==> config.mk <==
export PLATFORM = sky130hd
export DESIGN_NAME = l1_wishbone_bridge_flat
export DESIGN_NICKNAME = d
export VERILOG_FILES = /design/src/rtl/l1_wishbone_bridge_pkg.sv /design/src/rtl/l1_wishbone_bridge_if.sv /design/src/rtl/l1_wishbone_bridge_watchdog.sv /design/src/rtl/l1_wishbone_bridge.sv /design/src/flat_wrapper.sv
export SDC_FILE = /design/constraint.sdc
export NUM_CORES = 1
export LEC_CHECK = 0
export ABC_CLOCK_PERIOD_IN_PS = 3490
export CAP_MARGIN = 10
export CORE_ASPECT_RATIO = 1.25
export CORE_UTILIZATION = 35
export CTS_CLUSTER_SIZE = 20
export DETAILED_ROUTE_END_ITERATION = 12
export PLACE_DENSITY_LB_ADDON = 0.15
export SYNTH_ARGS = -nofsm -noshare
export SYNTH_HDL_FRONTEND = slang
export SYNTH_SLANG_ARGS = --single-unit
==> constraint.sdc <==
create_clock -name clk -period 3.49 [get_ports clk]
set_input_delay 0.5235 -clock clk [delete_from_list [all_inputs] [get_ports clk]]
set_output_delay 0.5235 -clock clk [all_outputs]
set_load 0.02 [all_outputs]
==> src/rtl/l1_wishbone_bridge_pkg.sv <==
// l1_wishbone_bridge_pkg: shared FSM state type and Wishbone cycle-type / burst-type encodings.
package l1_wishbone_bridge_pkg;
    typedef enum logic [1:0] {IDLE, READ, WRITE} wb_bridge_state_t;
    localparam logic [2:0] WB_CTI_CLASSIC = 3'b000;
    localparam logic [2:0] WB_CTI_INCR = 3'b010;
    localparam logic [2:0] WB_CTI_END = 3'b111;
    localparam logic [1:0] WB_BTE_LINEAR = 2'b00;
endpackage

==> src/rtl/l1_wishbone_bridge_if.sv <==
// l1_wishbone_bridge_if: L1 request, L1 return and Wishbone B4 bundles.
//   l1_arbiter_request_interface: addr/data/rnw/be/size/is_amo/amo/request toward the bridge, ack back.
//   l1_arbiter_return_interface:  data/data_valid/inv_addr/inv_valid from the bridge, inv_ack back.
//   wishbone_interface:           adr/dat_w/sel/cyc/stb/we/cti/bte from the master, dat_r/ack/err back.
interface l1_arbiter_request_interface;
    logic [31:0] addr;
    logic [31:0] data;
    logic rnw;
    logic [3:0] be;
    logic [4:0] size;
    logic is_amo;
    logic [4:0] amo;
    logic request;
    logic ack;
    modport master (output addr, data, rnw, be, size, is_amo, amo, request, input ack);
    modport slave (input addr, data, rnw, be, size, is_amo, amo, request, output ack);
endinterface

interface l1_arbiter_return_interface;
    logic [31:0] data;
    logic data_valid;
    logic [31:0] inv_addr;
    logic inv_valid;
    logic inv_ack;
    modport master (input data, data_valid, inv_addr, inv_valid, output inv_ack);
    modport slave (output data, data_valid, inv_addr, inv_valid, input inv_ack);
endinterface

interface wishbone_interface;
    logic [29:0] adr;
    logic [31:0] dat_w;
    logic [3:0] sel;
    logic cyc;
    logic stb;
    logic we;
    logic [2:0] cti;
    logic [1:0] bte;
    logic [31:0] dat_r;
    logic ack;
    logic err;
    modport master (output adr, dat_w, sel, cyc, stb, we, cti, bte, input dat_r, ack, err);
    modport slave (input adr, dat_w, sel, cyc, stb, we, cti, bte, output dat_r, ack, err);
endinterface

==> src/rtl/l1_wishbone_bridge_watchdog.sv <==
// l1_wishbone_bridge_watchdog: beat watchdog, built only with CVA5_WB_BRIDGE_TIMEOUT_EN.
//   clk, rst_n : clock, async active-low reset
//   active_i   : strobe is up
//   clear_i    : slave terminated the beat (ack/err)
//   expire_o   : beat has waited TIMEOUT_CYCLES strobe cycles without termination
`ifdef CVA5_WB_BRIDGE_TIMEOUT_EN
module l1_wishbone_bridge_watchdog #(
    parameter int unsigned TIMEOUT_CYCLES = 255
) (
    input  logic clk,
    input  logic rst_n,
    input  logic active_i,
    input  logic clear_i,
    output logic expire_o
);
    localparam int W = $clog2(TIMEOUT_CYCLES + 1);
    logic [W-1:0] cnt_q, cnt_d;
    // Counter reads k-1 during the k-th strobe cycle, so expiry lands on the TIMEOUT_CYCLES-th.
    assign expire_o = active_i && !clear_i && cnt_q == W'(TIMEOUT_CYCLES - 1);
    assign cnt_d = (!active_i || clear_i || expire_o) ? '0 : cnt_q + 1'b1;
    always_ff @(posedge clk or negedge rst_n) begin
        if (!rst_n) cnt_q <= '0;
        else cnt_q <= cnt_d;
    end
endmodule
`endif

==> src/rtl/l1_wishbone_bridge.sv <==
// l1_wishbone_bridge: L1 arbiter requests to Wishbone B4 registered-feedback cycles.
//   clk, rst_n  : clock, async active-low reset
//   l1_request  : request slave (ack pulses once per accepted request)
//   l1_response : read data return (data_valid per beat; invalidation unused)
//   wb          : Wishbone master (incrementing read bursts, single-beat writes)
//   bus_error   : one-cycle pulse when a beat ends with err or timeout
// Optional watchdog: define CVA5_WB_BRIDGE_TIMEOUT_EN.
module l1_wishbone_bridge
    import l1_wishbone_bridge_pkg::*;
#(
    parameter bit USE_BURST_CTI = 1'b1,
    parameter int unsigned TIMEOUT_CYCLES = 255
) (
    input  logic clk,
    input  logic rst_n,
    l1_arbiter_request_interface.slave l1_request,
    l1_arbiter_return_interface.slave l1_response,
    wishbone_interface.master wb,
    output logic bus_error
);
    wb_bridge_state_t state_q, state_d;
    logic [4:0] cnt_q, cnt_d;
    logic [29:0] adr_q, adr_d;
    logic [31:0] dat_w_q, dat_w_d, data_q, data_d;
    logic [3:0] be_q, be_d;
    logic ack_q, ack_d, data_valid_q, data_valid_d, bus_error_q, bus_error_d;
    logic expire, beat_bad, beat_end;
    logic unused_ok;

`ifdef CVA5_WB_BRIDGE_TIMEOUT_EN
    l1_wishbone_bridge_watchdog #(.TIMEOUT_CYCLES(TIMEOUT_CYCLES)) watchdog_i (
        .clk(clk),
        .rst_n(rst_n),
        .active_i(state_q != IDLE),
        .clear_i(wb.ack | wb.err),
        .expire_o(expire)
    );
`else
    logic unused_timeout;
    assign unused_timeout = ^TIMEOUT_CYCLES;
    assign expire = 1'b0;
`endif

    // Atomics run as plain accesses and invalidation is not supported.
    assign unused_ok = ^{l1_request.addr[1:0], l1_request.is_amo, l1_request.amo, l1_response.inv_ack};

    // An err (alone or with ack) or a watchdog expiry ends the beat as an error.
    assign beat_bad = wb.err | expire;
    assign beat_end = wb.ack | beat_bad;

    always_comb begin
        state_d = state_q;
        cnt_d = cnt_q;
        adr_d = adr_q;
        dat_w_d = dat_w_q;
        be_d = be_q;
        data_d = data_q;
        ack_d = 1'b0;
        data_valid_d = 1'b0;
        bus_error_d = 1'b0;
        case (state_q)
            IDLE: if (l1_request.request) begin
                ack_d = 1'b1;
                adr_d = l1_request.addr[31:2];
                dat_w_d = l1_request.data;
                be_d = l1_request.be;
                cnt_d = l1_request.size;
                state_d = l1_request.rnw ? READ : WRITE;
            end
            READ: if (beat_end) begin
                data_valid_d = 1'b1;
                data_d = beat_bad ? 32'h0 : wb.dat_r;
                bus_error_d = beat_bad;
                state_d = cnt_q == 5'd0 ? IDLE : READ;
                cnt_d = cnt_q == 5'd0 ? cnt_q : cnt_q - 5'd1;
                adr_d = cnt_q == 5'd0 ? adr_q : adr_q + 30'd1;
            end
            WRITE: if (beat_end) begin
                bus_error_d = beat_bad;
                state_d = IDLE;
            end
            default: state_d = IDLE;
        endcase
    end

    always_ff @(posedge clk or negedge rst_n) begin
        if (!rst_n) begin
            state_q <= IDLE;
            cnt_q <= '0;
            adr_q <= '0;
            dat_w_q <= '0;
            be_q <= '0;
            data_q <= '0;
            ack_q <= 1'b0;
            data_valid_q <= 1'b0;
            bus_error_q <= 1'b0;
        end else begin
            state_q <= state_d;
            cnt_q <= cnt_d;
            adr_q <= adr_d;
            dat_w_q <= dat_w_d;
            be_q <= be_d;
            data_q <= data_d;
            ack_q <= ack_d;
            data_valid_q <= data_valid_d;
            bus_error_q <= bus_error_d;
        end
    end

    assign l1_request.ack = ack_q;
    assign l1_response.data = data_q;
    assign l1_response.data_valid = data_valid_q;
    assign l1_response.inv_addr = '0;
    assign l1_response.inv_valid = 1'b0;
    assign bus_error = bus_error_q;

    assign wb.cyc = state_q != IDLE;
    assign wb.stb = state_q != IDLE;
    assign wb.we = state_q == WRITE;
    assign wb.adr = adr_q;
    assign wb.dat_w = dat_w_q;
    assign wb.sel = state_q == WRITE ? be_q : state_q == READ ? 4'hF : 4'h0;
    assign wb.cti = (state_q == IDLE || !USE_BURST_CTI) ? WB_CTI_CLASSIC :
                    (state_q == WRITE || cnt_q == 5'd0) ? WB_CTI_END : WB_CTI_INCR;
    assign wb.bte = WB_BTE_LINEAR;
endmodule

==> src/flat_wrapper.sv <==
// flat-port wrapper written by rule: the top's interface ports become plain ports
module l1_wishbone_bridge_flat import l1_wishbone_bridge_pkg::*;
#(
    parameter bit USE_BURST_CTI = 1'b1,
    parameter int unsigned TIMEOUT_CYCLES = 255
)
  (clk, rst_n, bus_error, l1_request_addr, l1_request_data, l1_request_rnw, l1_request_be, l1_request_size, l1_request_is_amo, l1_request_amo, l1_request_request, l1_request_ack, l1_response_data, l1_response_data_valid, l1_response_inv_addr, l1_response_inv_valid, l1_response_inv_ack, wb_adr, wb_dat_w, wb_sel, wb_cyc, wb_stb, wb_we, wb_cti, wb_bte, wb_dat_r, wb_ack, wb_err);
  l1_arbiter_request_interface l1_request_i ();
  l1_arbiter_return_interface l1_response_i ();
  wishbone_interface wb_i ();
  input  logic clk;
  input  logic rst_n;
  output logic bus_error;
  input wire logic [$bits(l1_request_i.addr)-1:0] l1_request_addr;
  input wire logic [$bits(l1_request_i.data)-1:0] l1_request_data;
  input wire logic [$bits(l1_request_i.rnw)-1:0] l1_request_rnw;
  input wire logic [$bits(l1_request_i.be)-1:0] l1_request_be;
  input wire logic [$bits(l1_request_i.size)-1:0] l1_request_size;
  input wire logic [$bits(l1_request_i.is_amo)-1:0] l1_request_is_amo;
  input wire logic [$bits(l1_request_i.amo)-1:0] l1_request_amo;
  input wire logic [$bits(l1_request_i.request)-1:0] l1_request_request;
  output wire logic [$bits(l1_request_i.ack)-1:0] l1_request_ack;
  output wire logic [$bits(l1_response_i.data)-1:0] l1_response_data;
  output wire logic [$bits(l1_response_i.data_valid)-1:0] l1_response_data_valid;
  output wire logic [$bits(l1_response_i.inv_addr)-1:0] l1_response_inv_addr;
  output wire logic [$bits(l1_response_i.inv_valid)-1:0] l1_response_inv_valid;
  input wire logic [$bits(l1_response_i.inv_ack)-1:0] l1_response_inv_ack;
  output wire logic [$bits(wb_i.adr)-1:0] wb_adr;
  output wire logic [$bits(wb_i.dat_w)-1:0] wb_dat_w;
  output wire logic [$bits(wb_i.sel)-1:0] wb_sel;
  output wire logic [$bits(wb_i.cyc)-1:0] wb_cyc;
  output wire logic [$bits(wb_i.stb)-1:0] wb_stb;
  output wire logic [$bits(wb_i.we)-1:0] wb_we;
  output wire logic [$bits(wb_i.cti)-1:0] wb_cti;
  output wire logic [$bits(wb_i.bte)-1:0] wb_bte;
  input wire logic [$bits(wb_i.dat_r)-1:0] wb_dat_r;
  input wire logic [$bits(wb_i.ack)-1:0] wb_ack;
  input wire logic [$bits(wb_i.err)-1:0] wb_err;
  assign l1_request_i.addr = l1_request_addr;
  assign l1_request_i.data = l1_request_data;
  assign l1_request_i.rnw = l1_request_rnw;
  assign l1_request_i.be = l1_request_be;
  assign l1_request_i.size = l1_request_size;
  assign l1_request_i.is_amo = l1_request_is_amo;
  assign l1_request_i.amo = l1_request_amo;
  assign l1_request_i.request = l1_request_request;
  assign l1_request_ack = l1_request_i.ack;
  assign l1_response_data = l1_response_i.data;
  assign l1_response_data_valid = l1_response_i.data_valid;
  assign l1_response_inv_addr = l1_response_i.inv_addr;
  assign l1_response_inv_valid = l1_response_i.inv_valid;
  assign l1_response_i.inv_ack = l1_response_inv_ack;
  assign wb_adr = wb_i.adr;
  assign wb_dat_w = wb_i.dat_w;
  assign wb_sel = wb_i.sel;
  assign wb_cyc = wb_i.cyc;
  assign wb_stb = wb_i.stb;
  assign wb_we = wb_i.we;
  assign wb_cti = wb_i.cti;
  assign wb_bte = wb_i.bte;
  assign wb_i.dat_r = wb_dat_r;
  assign wb_i.ack = wb_ack;
  assign wb_i.err = wb_err;
  l1_wishbone_bridge #(.USE_BURST_CTI(USE_BURST_CTI), .TIMEOUT_CYCLES(TIMEOUT_CYCLES)) u_core (.clk(clk), .rst_n(rst_n), .l1_request(l1_request_i), .l1_response(l1_response_i), .wb(wb_i), .bus_error(bus_error));
endmodule
==> impl_metrics.tcl, run 1 <==
set metrics [dict create \
    path_depth 7 \
    place_area_sq_um 7740 \
    ff2ff_setup_slack_ns 0.77 \
    timing.final.crit_share_pct 84.2 \
    cp.required_ns 2.97 \
    hpwl_um 11500 \
    grt_pass1_vias 5094 \
    rsz0062_at_grt "false" \
    skew_ns 0.00711 \
    final_cell_area_sq_um 8060 \
    mostFrequentLayoutCells "clkdlybuf4s50_1 (214), dfrtp_1 (108), nand2_1 (58), o21ai_0 (57), nand2b_1 (38)" \
    antenna_found_initial 1 \
    min_path_type "in -> async" \
    maxCapViolCount 0 \
    synthesis.instances 567 \
    setup_viol 0 \
    ctsHoldBuffers 0 \
    power.total_uw 7350 \
    final-hold-violation-count 0 \
    cp_num_buf_inv 3 \
    antenna_cells 0 \
    htreeDepth 3 \
    drt_iter0_markers 253 \
    synth_edf_count 0 \
    synthToLayoutAreaGrowth_pct 46.9 \
    synth_area_sq_um 5490 \
    synth-main-ff-cell "dfrtp_1" \
    synth_warnings 0 \
    power_leakage_uw 0.00333 \
    core_sq_um 15100 \
    synth-seq-cells 108 \
    timing.final.max_slew_violations 0 \
    power_density_nw_per_um2 912 \
    worstSetupStartpoint "u_core.cnt_q[0]$_DFFE_PN0P_" \
    slew_headroom_pct 56.4 \
    wire_per_inst_um 15.9 \
    yosysSeqAreaShare_pct 49.3 \
    place_ws_ns 0.752 \
    portBuffers 215 \
    clkSinkCount 108 \
    fmax_mhz 340 \
    grt_overflow 0 \
    grt_usage_pct 19.8 \
    post-route-util_pct 53.2 \
    nFillCells 1412 \
    dr.pass1.iters 4 \
    cp.arrival_ns 2.41 \
    postRouteAntennaNets 0 \
    tightest_slew_ns 0.654 \
    die_w_um 114 \
    crit_path_top_delay_cell "clkdlybuf4s50_1" \
    finalSetupTns_ns 0 \
    crit_fanout 4 \
    die_area_sq_um 16200 \
    endpoint_kind "output pin" \
    r2r-start "u_core.state_q[1]$_DFFE_PN0P_" \
    path_cells "inv_1, ha_1, nor4b_1, buf_4, nand2_1, o21ai_0, clkdlybuf4s50_1" \
    cts_setup_buffers 0 \
    period_needed_ns 2.94 \
    worst-setup-path-type "reg -> out" \
    cts_tree "yes" \
    ys_types 45 \
    crit_family "buffers and inverters" \
    grt_pass1_wl_um 25100 \
    synthArstFlopShare_pct 100 \
    num_io_pins 260 \
    clock_latency_ns 0.35 \
    layout_commonest_cell "clkdlybuf4s50_1" \
    avgSynthCellArea_sq_um 9.67 \
    initial_core_util_pct 36.2 \
    start_kind "register" \
    cp-endpoint "wb_cti[0]" \
    drive_above_1_share_pct 10.1 \
    clkTransAtPathRegs_ns 0.08 \
    rows 50 \
    setup_slack_ns 0.552 \
    worst_path_largest_cell_delay_ns 0.73 \
    clk_path_buf_depth 2 \
    ir_drop_v 0.000424 \
    nets 893 \
    vias 4984 \
    vias_per_cell 5.07 \
    wl_um 15700 \
    route.detailed.drc 0 \
    rr_worst_depth 7 \
    gp_congestion 0.880 \
    dieHeight_um 142 \
    cts_buffers 9 \
    grt_start_max_net_pins 67 \
    cts.repair.resized 0 \
    clock_tree.root_cell "clkbuf_16" \
    reg2reg_to "u_core.wb.adr[15]$_DFFE_PN0P_" \
    status "finished clean" \
]
==> cell usage after synthesis, drive strengths merged, types with 2 or more instances <==
cell      n  area share [%]
mux2i     2            0.36
o21ai    58             5.3
and3     12             1.4
o22ai    24             2.7
nand2    58             4.0
nor4      4            0.73
and2      6            0.71
nand3    13             1.2
a211oi    4            0.55
a21oi    26             2.4
nor4b     2            0.32
nor2     27             1.8
ha        5             1.1
clkbuf   28             1.9
mux2     36             7.4
a311oi    8             1.4
dfrtp   108              49
o22a      3            0.48
a31oi     2            0.23
inv       9            0.62
nor3     17             1.6
a41o      2            0.39
buf      43             5.6
nor3b     2            0.27
nand2b   38             4.3
nand4    15             1.7
or4       2            0.27
and4      4            0.71
==> where the power goes <==
group,total (uW),switching (uW),internal [uW]
clock,1070,500,575
combinational,3930,2100,1830
sequential,2350,503,1840
total,7350,3100,4250
==> layer usage <==
layer  GRT usage, %  routed length, um  part of all wire [%]  vias up
met5              0                 11                 0.070        -
met4           8.82                320                   2.0        2
met3           7.16               1560                    10       22
met2           33.5               7760                    50      223
met1           22.3               6020                    38     2377
li1               -                  -                     -     2360
==> final cells by class <==
cell class | instances | area [sq um] | area share [%]
clock buffers | 9 | 225 | 2.79
clock inverters | 7 | 90.1 | 1.12
inverters | 9 | 33.8 | 0.419
multi-input cells | 413 | 2480 | 30.8
flip-flops and latches | 108 | 2700 | 33.5
well taps | 208 | 260 | 3.23
repair buffers | 229 | 2270 | 28.1
==> worst min-delay path by stage <==
stage                                            start                                 endpoint  slack, ns  depth (start not counted)
5_1_grt                                          rst_n            u_core.wb.adr[24]$_DFFE_PN0P_       0.25                          1
6_report                                         rst_n            u_core.wb.adr[24]$_DFFE_PN0P_       0.19                          1
2_1_floorplan                                    rst_n               u_core.be_q[0]$_DFFE_PN0P_       0.23                          0
3_3_place_gp    u_core.l1_response.data[4]$_DFFE_PN0P_   u_core.l1_response.data[4]$_DFFE_PN0P_       0.46                          2
4_1_cts                                          rst_n            u_core.wb.adr[24]$_DFFE_PN0P_       0.21                          1
3_5_place_dp   u_core.l1_response.data[14]$_DFFE_PN0P_  u_core.l1_response.data[14]$_DFFE_PN0P_       0.47                          2
==> kinds of logic after synthesis <==
| logic type | synth area share [%] |
|---|---|
| simple gates | 19.1 |
| mux | 7.76 |
| other cells | 0.0684 |
| buf+inv | 8.17 |
| compound gates | 14.5 |
| fa+ha+maj | 1.14 |
| flops | 49.3 |
==> stage by stage <==
stage,cells,hold WS (ns)
after floorplan,601,0.228
after global placement,967,0.461
after detailed placement,967,0.470
after CTS,983,0.212
after global routing,983,0.246
final,983,0.190
==> flip-flops by register name (all words and copies together) (netlist names) <==
| register | flops |
|---|---|
| u_core.be_q | 4 |
| u_core.bus_error | 1 |
| u_core.cnt_q | 5 |
| u_core.l1_request.ack | 1 |
| u_core.l1_response.data | 32 |
| u_core.l1_response.data_valid | 1 |
| u_core.state_q | 2 |
| u_core.wb.adr | 30 |
| u_core.wb.dat_w | 32 |
Power figures use the tool's default switching activity.
==> inputs of run 2 (changes only) <==
Settings changed: ABC_CLOCK_PERIOD_IN_PS 3490 to 2600.
Clock period 3.49 ns to 2.6 ns, I/O delays scaled along.
==> run 2 against run 1 <==
Die area did not move. Sequential power is 34% higher. Clock skew up 0.0071 ns. Clock-buffer cell count unchanged. Routed wire length grew 1.1%. Final cell count grew 0.71%. Flip-flop and latch count unchanged. Global-route usage is essentially flat. Combinational power up 36%. Utilization is 0.41 points higher.
==> impl_metrics.tcl, run 2 (synthesis results as in run 1) <==
set metrics [dict create \
    worstHoldStart "u_core.l1_response.data[6]$_DFFE_PN0P_" \
    num_io_pins 260 \
    portBuffers 215 \
    route.detailed.drc 0 \
    multi_input_area_sq_um 2490 \
    ir_drop_v 0.000613 \
    timing.final.max_slew_violations 0 \
    nFillCells 1419 \
    clkSinkCount 108 \
    power_leakage_uw 0.00337 \
    period_needed_ns 2.46 \
    die_area_sq_um 16200 \
    path_cells "inv_1, ha_1, nand2b_1, nand2_1, clkdlybuf4s50_1" \
    mostFrequentLayoutCells "clkdlybuf4s50_1 (211), dfrtp_1 (107), nand2_1 (58), o21ai_0 (57), nand2b_1 (38)" \
    dr.pass1.iters 4 \
    synthToLayoutAreaGrowth_pct 48.1 \
    gp_congestion 0.895 \
    fmax_mhz 406 \
    rsz0062_at_grt "false" \
    clk_path_buf_depth 2 \
    crit_fanout 8 \
    finalSetupTns_ns 0 \
    reg2reg_to "u_core.wb.adr[15]$_DFFE_PN0P_" \
    cp.arrival_ns 2.07 \
    tightest_slew_ns 0.540 \
    clock_tree.root_cell "clkbuf_16" \
    cp.required_ns 2.21 \
    crit_path_top_delay_cell "clkdlybuf4s50_1" \
    power_density_nw_per_um2 1220 \
    slew_headroom_pct 64.0 \
    dieHeight_um 142 \
    initial_core_util_pct 36.2 \
    r2r-start "u_core.cnt_q[0]$_DFFE_PN0P_" \
    cts_buffers 9 \
    nets 900 \
    rr_worst_depth 8 \
    layout_commonest_cell "clkdlybuf4s50_1" \
    postRouteAntennaNets 0 \
    skew_ns 0.0142 \
    wire_per_inst_um 16.0 \
    wl_um 15800 \
    grt_pass1_vias 5094 \
    grt_start_max_net_pins 80 \
    cts_tree "yes" \
    maxCapViolCount 0 \
    min_path_type "reg -> reg" \
    vias_per_cell 4.92 \
    status "finished clean" \
    finalNonFillerCells 990 \
    worst-setup-path-type "reg -> out" \
    vias 4869 \
    htreeDepth 3 \
    drive_above_1_share_pct 11.3 \
    hold-path-endpoint "u_core.l1_response.data[6]$_DFFE_PN0P_" \
    final-hold-violation-count 0 \
    antenna_found_initial 1 \
    cts_setup_buffers 0 \
    grt_pass1_wl_um 25100 \
    drt_iter0_markers 217 \
    die_w_um 114 \
    min_path_cells 2 \
    clock_latency_ns 0.35 \
    seqCellArea_sq_um 2700 \
    worst_path_largest_cell_delay_ns 0.61 \
    grt_usage_pct 19.8 \
    placed_cells 973 \
    rows 50 \
    clkTransAtPathRegs_ns 0.07 \
    setup_viol 0 \
    start_kind "register" \
    core_sq_um 15100 \
    ff2ff_setup_slack_ns 0.28 \
    endpoint_kind "output pin" \
    antenna_cells 0 \
    grt_overflow 0 \
    hpwl_um 11800 \
    timing.final.crit_share_pct 94.6 \
]
## run 2: cell types whose count changed in the layout (fill, tap and decap cells not counted), sizes merged
cell | before | now
buf | 15 | 21
clkdlybuf4s50 | 214 | 211
clkbuf | 9 | 11
bufinv | 1 | 0
clkinv | 2 | 3
dlygate4sd3 | 0 | 1
dlymetal6s2s | 0 | 1
## run 2: where the power goes
group,total (uW),switching (uW),internal (uW),leakage [uW]
Combinational,5350,2830,2520,0.00191
Clock,1380,692,687,0.000148
Sequential,3140,667,2480,0.00132
## run 2: cell type report
class                           instances  share of cell area [%]
Multi-Input combinational cell        413                    30.7
Sequential cell                       108                    33.3
Tap cell                              208                    3.20
Timing Repair Buffer                  236                    28.7
Inverter                                9                   0.416
Clock buffer                            9                    2.77
Clock inverter                          7                   0.971
## run 2: per-layer routing
layer  part of all wire (%)  wire length (um)  vias to the layer above  track usage [%]
met2                     50              7970                      185             34.6
met1                     39              6110                     2302             21.8
met5                  0.082                13                        -                0
met3                    9.2              1460                       19             6.90
li1                       -                 -                     2361                -
met4                    1.8               288                        2             7.86
## run 2: worst max-delay path: cells and delay by family, from the launching register on
kind,cells,cell delay [ns]
adders and majority gates,1,0.30
buffers and inverters,2,0.69
DFF,1,0.42
and+or+nand+nor,2,0.31
## run 2: repair_timing
item | in CTS | in global routing
hold buffers | 1 | 0
hold endpoints to repair | 29 | 0
setup endpoints to repair | 4 | 6
resized for setup | 3 | 9
## run 2: metrics by stage
step	total power (uW)	cell area, sq um	util [%]	hold WS [ns]	setup WS, ns
global route	10500	8120	53.6	0.513	0.0455
detailed placement	8540	7800	51.5	0.361	0.193
global placement	8400	7800	51.5	0.355	0.200
finish	9870	8120	53.6	0.480	0.139
floorplan	6080	5610	-	0.0944	0.422
CTS	9980	8120	53.6	0.487	0.0632
## run 2: worst max path at each step
stage / depth (start not counted) / slack [ns] / endpoint / start
after floorplan: 7 / 0.42 / u_core.wb.adr[27]$_DFFE_PN0P_ / u_core.wb.adr[8]$_DFFE_PN0P_
after global placement: 7 / 0.20 / wb_cti[0] / u_core.cnt_q[0]$_DFFE_PN0P_
after detailed placement: 7 / 0.19 / wb_cti[2] / u_core.cnt_q[0]$_DFFE_PN0P_
after CTS: 7 / 0.06 / wb_cti[0] / u_core.cnt_q[0]$_DFFE_PN0P_
after global routing: 6 / 0.05 / wb_sel[0] / u_core.state_q[1]$_DFFE_PN0P_
final: 5 / 0.14 / wb_sel[1] / u_core.state_q[0]$_DFFE_PN0P_
